--- config.mk ---
export PLATFORM = sky130hd
export DESIGN_NAME = pwm_capture
export DESIGN_NICKNAME = d
export VERILOG_FILES = /design/src/rtl/pwm_capture.sv
export SDC_FILE = /design/constraint.sdc
export NUM_CORES = 1
export LEC_CHECK = 0
export BUFFER_PORTS_ARGS = -buffer_cell sky130_fd_sc_hd__buf_4
export CAP_MARGIN = 20
export CORE_MARGIN = 2
export CORE_UTILIZATION = 46
export CTS_CLUSTER_DIAMETER = 200
export CTS_CLUSTER_SIZE = 14
export DETAILED_ROUTE_END_ITERATION = 8
export SLEW_MARGIN = 5
export SYNTH_ARGS = -nofsm -noshare
export SYNTH_HDL_FRONTEND = slang
export SYNTH_SLANG_ARGS = --single-unit
--- constraint.sdc ---
create_clock -name clk -period 3.7 [get_ports clk]
set_input_delay 0.185 -clock clk [delete_from_list [all_inputs] [get_ports clk]]
set_output_delay 0.185 -clock clk [all_outputs]
set_load 0.05 [all_outputs]
--- src/rtl/pwm_capture.sv ---
// Purpose : measures period and high time of an asynchronous PWM input, plus its direction line, as an Avalon-MM slave.
// Latency : input edge to committed register is 3 clk edges; register read data appears 1 cycle after the read strobe.
// Backpressure: none; slave is always ready (no waitrequest), and measurement runs regardless of bus activity.
//
// Ports:
//   clk, reset_n        system clock, asynchronous active-low reset
//   address/read/write  Avalon word address and strobes
//   writedata/readdata  Avalon data buses (readdata registered, fixed latency 1)
//   pwm_in, dir_in      asynchronous PWM and direction inputs
//
// Register map (word addresses):
//   0 PERIOD  RO  cycles between successive rising edges
//   1 HIGH    RO  cycles from rising to falling edge
//   2 STATUS  bit0 VALID (W1C), bit1 DIR (RO), bit2 TMO (W1C), bit3 OVF (W1C)
//   3 TIMEOUT RW  cycles without a completed period before TMO; 0 disables
module pwm_capture #(
   parameter int          CNT_W       = 32,
   parameter int unsigned DEF_TIMEOUT = 32'd50_000_000
) (
   input  logic        clk,
   input  logic        reset_n,
   input  logic [1:0]  address,
   input  logic        read,
   input  logic        write,
   input  logic [31:0] writedata,
   output logic [31:0] readdata,
   input  logic        pwm_in,
   input  logic        dir_in
);

   localparam logic [CNT_W-1:0] CNT_ONE   = {{(CNT_W-1){1'b0}}, 1'b1};
   localparam logic [CNT_W-1:0] CNT_MAX   = {CNT_W{1'b1}};
   // Value one step below saturation: OVF is raised only on the step into
   // all-ones, so a W1C clear sticks while the counter sits saturated.
   localparam logic [CNT_W-1:0] CNT_PRE   = CNT_MAX - CNT_ONE;
   localparam logic [31:0]      DEF_TMO_W = DEF_TIMEOUT;
   localparam logic [CNT_W-1:0] TMO_RST   = DEF_TMO_W[CNT_W-1:0];

   localparam logic [1:0] ADDR_PERIOD  = 2'd0;
   localparam logic [1:0] ADDR_HIGH    = 2'd1;
   localparam logic [1:0] ADDR_STATUS  = 2'd2;
   localparam logic [1:0] ADDR_TIMEOUT = 2'd3;

   typedef enum logic [1:0] {
      S_IDLE = 2'd0,
      S_HIGH = 2'd1,
      S_LOW  = 2'd2
   } state_t;

   state_t state_q, state_d;

   // Synchronizers; pwm_s3 is the previous synchronized value for edge detect.
   logic pwm_s1, pwm_s2, pwm_s3;
   logic dir_s1, dir_s2;
   logic rise, fall;

   logic [CNT_W-1:0] pcnt_q;
   logic [CNT_W-1:0] hpend_q;
   logic [CNT_W-1:0] period_q;
   logic [CNT_W-1:0] high_q;
   logic [CNT_W-1:0] timeout_q;
   logic             valid_q, dir_q, tmo_q, ovf_q;

   logic tmo_hit;
   logic commit, hcap, tmo_set, ovf_set;
   logic wr_status, wr_timeout;
   logic clr_valid, clr_tmo, clr_ovf;
   logic [31:0] rd_mux;

   assign rise = pwm_s2 & ~pwm_s3;
   assign fall = ~pwm_s2 & pwm_s3;

   // ------------------------------------------------------------------
   // Input synchronizers
   // ------------------------------------------------------------------
   always_ff @(posedge clk or negedge reset_n) begin
      if (!reset_n) begin
         pwm_s1 <= 1'b0;
         pwm_s2 <= 1'b0;
         pwm_s3 <= 1'b0;
         dir_s1 <= 1'b0;
         dir_s2 <= 1'b0;
      end else begin
         pwm_s1 <= pwm_in;
         pwm_s2 <= pwm_s1;
         pwm_s3 <= pwm_s2;
         dir_s1 <= dir_in;
         dir_s2 <= dir_s1;
      end
   end

   // ------------------------------------------------------------------
   // Cycle counter: restarts at 1 on each rise so that at the next edge it
   // holds the exact cycle distance from the last rise.
   // ------------------------------------------------------------------
   assign ovf_set = ~rise & (pcnt_q == CNT_PRE);

   always_ff @(posedge clk or negedge reset_n) begin
      if (!reset_n) begin
         pcnt_q <= '0;
      end else if (rise) begin
         pcnt_q <= CNT_ONE;
      end else if (pcnt_q != CNT_MAX) begin
         pcnt_q <= pcnt_q + CNT_ONE;
      end
   end

   // ------------------------------------------------------------------
   // Measurement FSM
   // ------------------------------------------------------------------
   assign tmo_hit = (timeout_q != '0) && (pcnt_q >= timeout_q);

   always_ff @(posedge clk or negedge reset_n) begin
      if (!reset_n) begin
         state_q <= S_IDLE;
      end else begin
         state_q <= state_d;
      end
   end

   // Timeout takes priority over an edge in the same cycle: once the limit
   // is reached the current period is abandoned.
   always_comb begin
      state_d = state_q;
      commit  = 1'b0;
      hcap    = 1'b0;
      tmo_set = 1'b0;
      case (state_q)
         S_IDLE: begin
            if (rise) begin
               state_d = S_HIGH;
            end
         end
         S_HIGH: begin
            if (tmo_hit) begin
               tmo_set = 1'b1;
               state_d = S_IDLE;
            end else if (fall) begin
               hcap    = 1'b1;
               state_d = S_LOW;
            end
         end
         S_LOW: begin
            if (tmo_hit) begin
               tmo_set = 1'b1;
               state_d = S_IDLE;
            end else if (rise) begin
               commit  = 1'b1;
               state_d = S_HIGH;
            end
         end
         default: begin
            state_d = S_IDLE;
         end
      endcase
   end

   // High time is held pending until the period completes, so PERIOD and
   // HIGH always move together in a single cycle.
   always_ff @(posedge clk or negedge reset_n) begin
      if (!reset_n) begin
         hpend_q  <= '0;
         period_q <= '0;
         high_q   <= '0;
         dir_q    <= 1'b0;
      end else begin
         if (hcap) begin
            hpend_q <= pcnt_q;
         end
         if (commit) begin
            period_q <= pcnt_q;
            high_q   <= hpend_q;
            dir_q    <= dir_s2;
         end
      end
   end

   // ------------------------------------------------------------------
   // Register writes and status bits (hardware set wins over W1C)
   // ------------------------------------------------------------------
   assign wr_status  = write && (address == ADDR_STATUS);
   assign wr_timeout = write && (address == ADDR_TIMEOUT);
   assign clr_valid  = wr_status & writedata[0];
   assign clr_tmo    = wr_status & writedata[2];
   assign clr_ovf    = wr_status & writedata[3];

   always_ff @(posedge clk or negedge reset_n) begin
      if (!reset_n) begin
         valid_q   <= 1'b0;
         tmo_q     <= 1'b0;
         ovf_q     <= 1'b0;
         timeout_q <= TMO_RST;
      end else begin
         valid_q <= commit | (valid_q & ~clr_valid);
         ovf_q   <= ovf_set | (ovf_q & ~clr_ovf);
         if (tmo_set) begin
            tmo_q <= 1'b1;
         end else if (commit || clr_tmo) begin
            tmo_q <= 1'b0;
         end
         if (wr_timeout) begin
            timeout_q <= writedata[CNT_W-1:0];
         end
      end
   end

   // ------------------------------------------------------------------
   // Read path: registered, zero-extended, holds when read is low
   // ------------------------------------------------------------------
   always_comb begin
      rd_mux = '0;
      case (address)
         ADDR_PERIOD:  rd_mux[CNT_W-1:0] = period_q;
         ADDR_HIGH:    rd_mux[CNT_W-1:0] = high_q;
         ADDR_STATUS:  rd_mux[3:0]       = {ovf_q, tmo_q, dir_q, valid_q};
         ADDR_TIMEOUT: rd_mux[CNT_W-1:0] = timeout_q;
         default:      rd_mux            = '0;
      endcase
   end

   always_ff @(posedge clk or negedge reset_n) begin
      if (!reset_n) begin
         readdata <= '0;
      end else if (read) begin
         readdata <= rd_mux;
      end
   end

endmodule

==> flow_summary.toml <==
[placed_design]
dpl.hpwl_microns = 14500
gp_congestion = 0.807
postPlaceCellArea_sq_mm = 0.0105
dp_slack_ps = 379
numPortBuffers = 71

[die]
initial_core_util_pct = 46.5
ioPinCount = 72
die_h_microns = 149
die_x_microns = 149
coreArea_sq_mm = 0.0209
row_count = 53
die_area_sq_mm = 0.0223

[sta]
tns_ps = 0
hold_ws_ps = 211
rsz0062_at_grt = "false"
worst-slew-pin-transition_ps = 657
relSlewSlack_pct = 56.2
fin_skew_ps = 13.1
period_minus_slack_ps = 3360
final-setup-viol-count = 0
finalCritPeriodShare_pct = 90.8
finalHoldViolCount = 0
final_max_slew_viol_count = 0
max_freq_ghz = 0.298
setup_slack_ps = 342

[synth]
synth_cells = 822
ys_ff_latch = 203
async_flop_share_pct = 100
synth_edf_count = 0
ys_types = 49
ys_seq_area_share_pct = 52.4
syn_avg_cell_area_sq_um = 11.8
synthesis.yosys.warnings = 0
syn_nets = 900
synth_area_sq_mm = 0.00972
ys.flop_type = "dfrtp_1"

[min_path]
holdCritPathClass = "input port to flop"

[clock_network]
postCtsSetupRepairBufs = 0
cts.clk_slew.worst_paths_ps = 70
clock_sink_count = 203
clk_latency_ps = 490
cts_tree = "done"
clock_path_buffers = 3
cts_buffers = 18
cts-root-buf = "clkbuf_16"
cts_htree_levels = 1

[final_layout]
fillerInstances = 1852
antenna_cells = 0
layout-drive-gt1-share_pct = 27.7
finish.net_count = 999
fin_area_sq_mm = 0.0114
area_growth_pct = 16.8

[route]
wirelength_microns = 22200
ant_nets = 0
vias_per_cell = 5.35
vias = 6450
drtPass1Iterations = 5
drt_iter0_drc = 206
wire_per_inst_microns = 18.4
drcViolationCount = 0

[global_route]
grt_overflow_total = 0
gr-usage-all-layers_pct = 20.7
grt_max_degree = 88
grt_pass1_vias = 6357
antenna_found_initial = 0
grt_pass1_wl_microns = 35900

[worst_setup_path]
cp.arrival_ps = 3730
slowest_stage = "dfstp_2"
crit_chain = "inv_1, ha_1, a21oi_1, o21ai_0, a221oi_1, o22ai_1, nor3b_2, and3_2, buf_4, mux2_1"
crit_type = "flop to flop"
cp-end-kind = "flop"
worstPathRequired_ps = 4070
crit_path_start_kind = "flop"
crit_fanout = 17
slowest_delay_ps = 560

[run]
drv_cap = 0

[pwr]
p_leak_uw = 0.00543
powerDensity_mw_per_mm2 = 478
ir_worst_vdd_mv = 0.475

[run_status]
status = "finished clean"
logic make-up (layout without fill, tap and decap cells):
| kind of cell | Yosys count | count (layout) | share of synthesized area [%] |
|---|---|---|---|
| and+or+nand+nor | 214 | 214 | 10.7 |
| muxes | 166 | 166 | 20.5 |
| buffers and inverters | 77 | 185 | 3.78 |
| DFF | 203 | 203 | 52.4 |
| adders and majority gates | 38 | 38 | 4.89 |
| AOI/OAI and AO/OA | 99 | 99 | 5.51 |
| xor gates and xnor gates | 25 | 25 | 2.25 |
cell usage in the layout (no fill, tap or decap), types with 2 or more instances in the layout:
cell type	count
mux2i_1	28
dlygate4sd3_1	35
xnor2_1	9
dfstp_2	12
nor4_1	9
xor2_1	16
nor2_1	97
buf_4	79
mux4_2	4
clkbuf_1	9
nand4_1	15
inv_1	40
mux2_2	102
clkbuf_16	19
a21oi_1	72
mux2_4	30
ha_1	38
and4_1	8
dfrtp_1	191
o21ai_0	15
nand3_1	19
mux2_1	2
and3_1	7
a221oi_1	2
nand2b_1	5
o211ai_1	3
nand2_1	35
and2_1	2
nor3_1	2
or3_1	3
through the flow:
stage	total power (uW)	std cells	util, %
floorplan	3350	822	-
global placement	3680	1141	50.2
detailed placement	3690	1141	50.2
CTS	5500	1205	54.4
global route	5700	1205	54.4
finish	5430	1205	54.4
final cells by class:
| class | instances | area, sq um | share of cell area [%] |
|---|---|---|---|
| flip-flops and latches | 203 | 5090 | 44.9 |
| clock buffers | 28 | 509 | 4.48 |
| well taps | 275 | 344 | 3.03 |
| clock inverters | 1 | 8.76 | 0.0771 |
| inverters | 40 | 150 | 1.32 |
| multi-input cells | 542 | 4270 | 37.6 |
| repair buffers | 116 | 977 | 8.61 |
timing repair:
action | 4_1_cts | 5_1_grt
hold buffers | 35 | 0
endpoints found under the hold margin | 97 | 0
endpoints found under the setup margin | 0 | 0
gates resized for setup | 0 | 0
where the power goes:
group | leakage, uW | internal (uW) | total (uW) | switching (uW)
Clock | 0.000249 | 948 | 1750 | 802
Sequential | 0.00266 | 2460 | 2680 | 220
Combinational | 0.00251 | 446 | 1000 | 557
Total | 0.00543 | 3850 | 5430 | 1580
metal layers:
metal / vias to the layer above / wire length, microns / track usage, %
met5: - / 0 / 0
met4: 0 / 338 / 4.10
li1: 3079 / - / -
met3: 25 / 729 / 2.57
met2: 110 / 9900 / 32.1
met1: 3236 / 11200 / 31.4
critical path, delay by kind of cell (launching register included):
kind / cells / cell delay (ps)
AOI/OAI and AO/OA: 4 / 1040
adders and majority gates: 1 / 280
buffers and inverters: 2 / 400
DFF: 1 / 560
muxes: 1 / 370
and+or+nand+nor: 2 / 590
state kept, by name, indices dropped and copies added, names as in the netlist, 2 cells and up:
signal,cells
timeout_q,32
period_q,32
hpend_q,32
readdata,32
state_q,2
high_q,32
pcnt_q,32
path summary, 6_finish.rpt:
check                               from          end  slack [ps]  depth (start not counted)
setup / recovery           timeout_q[25]   hpend_q[0]         340                         10
setup reg to reg           timeout_q[25]   hpend_q[0]         340                         10
hold / removal                     write      valid_q         210                          4
hold reg to reg                   dir_s1       dir_s2         360                          0
max in group asynchronous        reset_n  period_q[5]        2370                          3
min in group asynchronous        reset_n  readdata[8]         270                          2
Yosys cell counts (2+ instances only):
cell / instances / share of area [%]
a21oi_1: 72 / 3.7
a221oi_1: 2 / 0.18
and2_1: 2 / 0.13
and3_1: 8 / 0.51
and4_1: 8 / 0.72
buf_1: 8 / 0.31
buf_12: 3 / 0.62
buf_2: 6 / 0.31
buf_4: 4 / 0.31
clkbuf_1: 15 / 0.58
dfrtp_1: 191 / 49
dfstp_2: 12 / 3.2
ha_1: 38 / 4.9
inv_1: 40 / 1.5
mux2_1: 2 / 0.23
mux2_2: 102 / 12
mux2_4: 30 / 4.6
mux2i_1: 28 / 2.9
mux4_2: 4 / 0.93
nand2_1: 35 / 1.4
nand2b_1: 5 / 0.32
nand3_1: 19 / 0.98
nand4_1: 15 / 0.97
nor2_1: 98 / 3.8
nor3_1: 2 / 0.10
nor4_1: 9 / 0.58
o211ai_1: 3 / 0.23
o21ai_0: 15 / 0.77
or3_1: 3 / 0.19
xnor2_1: 9 / 0.81
xor2_1: 16 / 1.4
Note: power is estimated with default switching activity, not from simulation.
